File: src/rtl/endec_rx_framer_pkg.sv
// Shared constants, config-word layout and FSM state type for the endec upstream framer.
package endec_rx_framer_pkg;

    localparam int unsigned DATA_W    = 32;
    localparam int unsigned POLY_W    = 27;
    localparam int unsigned FRAME_W   = 384;
    localparam int unsigned ENC_WORDS = 4;
    localparam int unsigned DEC_WORDS = 12;
    localparam int unsigned ENC_BITS  = ENC_WORDS * DATA_W;
    localparam int unsigned CNT_W     = 4;

    localparam int unsigned MODE_BIT = 29;
    localparam int unsigned RATE_BIT = 28;
    localparam int unsigned CLEN_BIT = 27;
    localparam int unsigned POLY_MSB = 26;

    localparam logic ENCODE_MODE = 1'b1;
    localparam logic DECODE_MODE = 1'b0;

    typedef enum logic [1:0] {
        ST_IDLE = 2'd0,
        ST_CONF = 2'd1,
        ST_DATA = 2'd2
    } state_e;

    // Field order mirrors the bit positions above, MSB first.
    typedef struct packed {
        logic [1:0]        rsvd;
        logic              mode;
        logic              rate;
        logic              clen;
        logic [POLY_W-1:0] poly;
    } cfg_word_t;

    function automatic logic [DATA_W-1:0] pack_cfg(
        input logic              mode,
        input logic              rate,
        input logic              clen,
        input logic [POLY_W-1:0] poly
    );
        cfg_word_t c;
        c.rsvd = 2'b00;
        c.mode = mode;
        c.rate = rate;
        c.clen = clen;
        c.poly = poly;
        return DATA_W'(c);
    endfunction

endpackage

File: src/rtl/endec_word_serializer.sv
// Frame shift register and word down-counter; presents the next word to send and whether it is last.
module endec_word_serializer
    import endec_rx_framer_pkg::*;
(
    input  logic               clk_i,
    input  logic               rst_i,
    input  logic               load_i,
    input  logic               encode_i,
    input  logic [FRAME_W-1:0] frame_i,
    input  logic               pop_i,
    output logic [DATA_W-1:0]  head_word_c_o,
    output logic               head_last_c_o
);

    logic [FRAME_W-1:0] sreg_q, sreg_d;
    logic [CNT_W-1:0]   cnt_q, cnt_d;

    // Encode frames are left-aligned so both modes drain from the top word.
    always_comb begin
        sreg_d = sreg_q;
        cnt_d  = cnt_q;
        if (load_i) begin
            if (encode_i) begin
                sreg_d = {frame_i[ENC_BITS-1:0], {(FRAME_W-ENC_BITS){1'b0}}};
                cnt_d  = CNT_W'(ENC_WORDS);
            end else begin
                sreg_d = frame_i;
                cnt_d  = CNT_W'(DEC_WORDS);
            end
        end else if (pop_i) begin
            sreg_d = sreg_q << DATA_W;
            if (cnt_q != '0) begin
                cnt_d = cnt_q - CNT_W'(1);
            end
        end
    end

    always_ff @(posedge clk_i) begin
        if (rst_i) begin
            sreg_q <= '0;
            cnt_q  <= '0;
        end else begin
            sreg_q <= sreg_d;
            cnt_q  <= cnt_d;
        end
    end

    assign head_word_c_o = sreg_q[FRAME_W-1 -: DATA_W];
    assign head_last_c_o = (cnt_q == CNT_W'(1));

endmodule

File: src/rtl/endec_rx_framer.sv
// Turns one accepted job into a 1-word config packet followed by its data packet on AXI-Stream.
module endec_rx_framer
    import endec_rx_framer_pkg::*;
(
    input  logic               sys_clk,
    input  logic               rst,
    input  logic               job_valid,
    output logic               job_ready,
    input  logic               job_mode,
    input  logic               job_code_rate,
    input  logic               job_constr_len,
    input  logic [POLY_W-1:0]  job_gen_poly,
    input  logic [FRAME_W-1:0] job_data,
    output logic [DATA_W-1:0]  m_axis_tdata,
    output logic               m_axis_tvalid,
    input  logic               m_axis_tready,
    output logic               m_axis_tlast,
    output logic               frame_done
);

    state_e            state_q, state_d;
    logic [DATA_W-1:0] tdata_q, tdata_d;
    logic              tvalid_q, tvalid_d;
    logic              tlast_q, tlast_d;
    logic              done_q, done_d;
    logic              load_c, pop_c, xfer_c;
    logic [DATA_W-1:0] head_word_c;
    logic              head_last_c;

    assign xfer_c    = tvalid_q && m_axis_tready;
    assign job_ready = (state_q == ST_IDLE);

    // The job frame is captured into the serializer at accept, so job inputs are never re-sampled.
    endec_word_serializer u_ser (
        .clk_i         (sys_clk),
        .rst_i         (rst),
        .load_i        (load_c),
        .encode_i      (job_mode == ENCODE_MODE),
        .frame_i       (job_data),
        .pop_i         (pop_c),
        .head_word_c_o (head_word_c),
        .head_last_c_o (head_last_c)
    );

    always_comb begin
        state_d  = state_q;
        tdata_d  = tdata_q;
        tvalid_d = tvalid_q;
        tlast_d  = tlast_q;
        done_d   = 1'b0;
        load_c   = 1'b0;
        pop_c    = 1'b0;
        unique case (state_q)
            ST_IDLE: begin
                if (job_valid) begin
                    load_c   = 1'b1;
                    tdata_d  = pack_cfg(job_mode, job_code_rate, job_constr_len, job_gen_poly);
                    tvalid_d = 1'b1;
                    tlast_d  = 1'b1;
                    state_d  = ST_CONF;
                end
            end
            ST_CONF: begin
                if (xfer_c) begin
                    pop_c   = 1'b1;
                    tdata_d = head_word_c;
                    tlast_d = head_last_c;
                    state_d = ST_DATA;
                end
            end
            ST_DATA: begin
                if (xfer_c) begin
                    if (tlast_q) begin
                        tvalid_d = 1'b0;
                        tlast_d  = 1'b0;
                        done_d   = 1'b1;
                        state_d  = ST_IDLE;
                    end else begin
                        pop_c   = 1'b1;
                        tdata_d = head_word_c;
                        tlast_d = head_last_c;
                    end
                end
            end
            default: state_d = ST_IDLE;
        endcase
    end

    always_ff @(posedge sys_clk) begin
        if (rst) begin
            state_q  <= ST_IDLE;
            tdata_q  <= '0;
            tvalid_q <= 1'b0;
            tlast_q  <= 1'b0;
            done_q   <= 1'b0;
        end else begin
            state_q  <= state_d;
            tdata_q  <= tdata_d;
            tvalid_q <= tvalid_d;
            tlast_q  <= tlast_d;
            done_q   <= done_d;
        end
    end

    assign m_axis_tdata  = tdata_q;
    assign m_axis_tvalid = tvalid_q;
    assign m_axis_tlast  = tlast_q;
    assign frame_done    = done_q;

endmodule

File: config.mk
export PLATFORM = sky130hd
export DESIGN_NAME = endec_rx_framer
export DESIGN_NICKNAME = d
export VERILOG_FILES = /design/src/rtl/endec_rx_framer_pkg.sv /design/src/rtl/endec_word_serializer.sv /design/src/rtl/endec_rx_framer.sv
export SDC_FILE = /design/constraint.sdc
export NUM_CORES = 1
export LEC_CHECK = 0
export CAP_MARGIN = 20
export CORE_UTILIZATION = 35
export DETAILED_ROUTE_END_ITERATION = 7
export PLACE_DENSITY = 0.58
export SYNTH_ARGS = -nofsm -noshare
export SYNTH_HDL_FRONTEND = slang
export SYNTH_HIERARCHICAL = 1
export SYNTH_SLANG_ARGS = --single-unit
File: constraint.sdc
create_clock -name sys_clk -period 6.8 [get_ports sys_clk]
set_input_delay 1.36 -clock sys_clk [delete_from_list [all_inputs] [get_ports sys_clk]]
set_output_delay 1.36 -clock sys_clk [all_outputs]
set_load 0.01 [all_outputs]
==> summary by stage <==
Flow run
Max-cap violations in this run came to 0.

GRT
The initial antenna violation count was 12. The first global-routing pass estimated about 110 mm of wire. The maximum number of pins on one net before global-route repair is 251.

The total overflow left after global routing is 0. The met3 track demand over resource is under 10%. The number of global-route vias before repair is 17.4k. The aggregate global-route resource usage is 21.9%. The global-route met1 utilization is 34.8%. The layer flagged by global routing as most heavily used is met1.

Global routing consumed, on the met2 layer, 29.6% of the routing resources.

Pwr
The total power divided by cell area is around 290 mW/mm2. The analysis attributes to cell leakage a power of a little over 9 nW. Net switching is 31.5% of the power. Across the VDD grid, the largest voltage drop is between 0.2 and 0.25 mV.

The internal portion of the total power is around 5.4 mW. In this run, the clock network consumes roughly a third of the power. The share of power burned in registers is between 30% and 40%. The net load switching power is 2.47 mW. The combinational share of power is 26.5%.

STA
The slew of the pin with the lowest slew margin is 1.23 ns. The final number of max-transition violations came to 0. The maximum clock skew at final layout is 0.0335 ns. The final clock period utilization by the worst path is 57.9%. The headroom to the max-slew limit is 18.2%.

The post-route setup TNS is 0 ns. The count of endpoints failing setup in the final report is 0. The worst setup margin is around 2.9 ns. The routed design could run at a clock period as short as 3.94 ns. Timing would allow up to roughly 0.25 GHz. The final-report hold violation count is 0. Setup repair after global routing left no endpoint under its margin.

Detailed routing
The routed layout has 17.8k vias. The first detailed-routing pass ran for 5 iterations. After detailed routing, the number of remaining DRC violations is 0.

The final antenna-violating net count is 0. Dividing the detail-routed via count by the number of cells gives 5.24. The detailed router finished its first iteration with 1443 violations. The total wire length after detailed routing is 71.5 mm. Dividing the detail-routed wire length by the instance count gives ~21 um.

Synthesis
The dominant cell type by area after synthesis is dfxtp_1. The number of instances in the synthesized netlist is around 2.3k. Among all cell types in the netlist, the one instantiated most often is dfxtp_1.

The number of enable flip-flop cells after synthesis is 0. Averaged over all synthesized cells, the footprint is just over 9 um2. The main flop type after synthesis is dfxtp_1.

The total of flip-flops plus latches after synthesis is 425. The count of different cell masters after synthesis is 43. Counting instances in the post-synthesis netlist gives the leading cell types as 425 x dfxtp_1, 384 x mux2i_1, 256 x a211oi_1, 231 x nand2_1, 230 x a21oi_1. The Yosys step of the flow raised 6 warnings. Sorting the synthesized cells by area gives the leading types as dfxtp_1 40%, mux2i_1 18%, a211oi_1 8.9%, or2_0 6.5%, a21oi_1 5.3%. The netlist area before placement is 0.0215 mm2. When the netlist entered floorplanning its net count stood at 2736. The share of the Yosys chip area taken by registers is approximately two fifths. The share of Yosys cell area claimed by the top area cell type is 39.5%. The share of synthesized flip-flops with an asynchronous set or reset is 0%.

Floorplan
In this run the count of I/O pins placed on the die edge is 454. In this run the horizontal extent of the chip is 250 um. The starting density of the core is 35.5%. The area enclosed by the die boundary is 0.0625 mm2. The floorplan die height is 250 um. The area of the core is 0.0606 mm2. After floorplanning, the core was divided into 90 placement rows.

Worst setup path
The largest delay contributor family on the critical path is adder cells. On the critical path, the stage with the largest delay is an instance of ha_2. The critical path required time is 7.24 ns.

The data arrival time of the critical path is 4.38 ns. In this run the critical register-to-register path is launched from state_q[1]. Together, buffers and inverters on the worst path number 3. The critical path in this run is classified as flop to flop. The most critical setup path has its startpoint at state_q[1]. The worst register-to-register path has a setup slack of approximately 2.9 ns. In this run the worst path has a maximum fanout of 86. The endpoint identified for the worst register-to-register timing path is u_ser/sreg_q[22].

The kind of launch point of the worst setup path is a flop. The critical path goes through inv_1 > ha_2 > nand3_1 > a21oi_4 > buf_4 > buf_12 > nor2_4 > a22oi_1 > nor2_1. The endpoint type of the worst setup path is a flop.

The depth of the most critical reg-to-reg path is 9. The peak per-stage delay on the critical path is 1.06 ns.

CTS
The buffers inserted during post-CTS setup optimization is 0. The H-tree was split into 2 levels. The root cell of the clock tree is clkbuf_16.

No sink is reached through more buffers than the 3 on the longest clock path. After clock tree synthesis, the clock-pin slew on the worst setup and hold paths is 0.06 ns. The total clock buffers created by CTS is 48. CTS saw 425 sinks. The count of cells resized by post-cts repair is 0. The clock tree from TritonCTS is built.

At the later pin of the worst-skew pair, clock insertion delay measures 0.62 ns. The number of hold buffers added after CTS was 0.

Hold path
The startpoint identified for the worst hold timing path is u_ser/sreg_q[382]. Counting instances, the worst hold path has a depth of 2. The terminating pin of the worst hold path is m_axis_tdata[30].

The kind of path behind the tightest hold check is flop to flop.

Placement
The routability congestion estimate from global placement is approximately 0.85. The number of buffer cells added on primary ports is 453. Once placement finished, the instance area stood at approximately 0.026 mm2. The post-DP HPWL is approximately 49 mm.

The post-place setup slack is 2.56 ns.

Finish
The fill cell instance count of the final layout is 5845. At the end of the flow the core is filled with cells to 45.1%. The layout cell share with drive strength beyond 1 is 5.30%. The final layout contains 3000 nets. The layout overhead on the synthesized area is 27.1%.

The final instance area is ~0.027 mm2.

Outcome
The run finished with clean final reports.
==> how the worst max path moves through the flow <==
stage	to	cells past startpoint
after floorplan	u_ser/cnt_q[3]	7
after global placement	u_ser/sreg_q[10]	8
after detailed placement	u_ser/sreg_q[22]	8
after CTS	u_ser/sreg_q[25]	9
after global routing	u_ser/sreg_q[20]	9
final	u_ser/sreg_q[22]	9
==> registers in the layout (all words and copies together) (netlist names) <==
| name | flops |
|---|---|
| frame_done | 1 |
| m_axis_tdata | 32 |
| m_axis_tlast | 1 |
| m_axis_tvalid | 1 |
| state_q | 2 |
| u_ser/cnt_q | 4 |
| u_ser/sreg_q | 384 |
==> area by class of cell <==
type                       instances  area [um2]  share of cell area, %
multi-input combinational       1622       11400                   41.7
tap                              782         978                   3.58
clock inverter                    15         180                  0.659
timing repair buffer             468        4780                   17.5
clock buffer                      67        1420                   5.20
inverter                           8        30.0                  0.110
antenna                           10        25.0                 0.0915
sequential                       425        8510                   31.1
==> cell usage in the layout (no fill, tap or decap), types with 30 or more instances in the layout <==
cell / Yosys / routed
nor2_1: 35 / 34
nand2_1: 231 / 231
nor2b_1: 131 / 130
clkbuf_16: 0 / 48
or2_0: 223 / 223
clkdlybuf4s50_1: 0 / 451
a21oi_1: 230 / 229
a41oi_1: 30 / 30
mux2i_1: 384 / 384
a22oi_1: 32 / 32
a211oi_2: 30 / 30
a211oi_1: 256 / 256
dfxtp_1: 425 / 425
==> per-layer routing <==
layer / wire (um) / share of wire, %
met5: 36 / 0.050
met4: 1150 / 1.6
met3: 3720 / 5.2
met2: 28300 / 40
met1: 38200 / 53
==> power groups by stage <==
stage	clock [mW]	combinational, mW	sequential [mW]
4_1_cts	2.70	2.08	3.11
5_1_grt	2.80	2.27	3.15
3_5_place_dp	0	2.07	3.16
3_3_place_gp	0	2.03	3.16
2_1_floorplan	0	1.45	3.06
6_report	2.64	2.08	3.12
==> kinds of logic (layout without fill, tap and decap cells) <==
| logic type | count (synthesis) | count (layout) | share of synthesized area (%) |
|---|---|---|---|
| simple gates | 637 | 637 | 15.5 |
| other cells | 0 | 10 | 0 |
| flops | 425 | 425 | 39.5 |
| mux | 385 | 385 | 17.9 |
| buf+inv | 262 | 558 | 7.56 |
| fa+ha+maj | 9 | 9 | 0.523 |
| compound gates | 591 | 591 | 19.0 |
==> per-stage QoR <==
stage	power, mW	std cells	hold WS (ns)
2_1_floorplan	4.51	2309	0.465
3_3_place_gp	5.18	3305	0.463
3_5_place_dp	5.23	3305	0.462
4_1_cts	7.89	3387	0.481
5_1_grt	8.22	3394	0.526
6_report	7.84	3397	0.470
==> tightest hold or removal path, cell delays in order, from the launching register on <==
cell and delay, ns:
dfxtp_1 0.31, nand2_1 0.05, mux2i_1 0.06
Note: power is estimated with default switching activity, not from simulation.
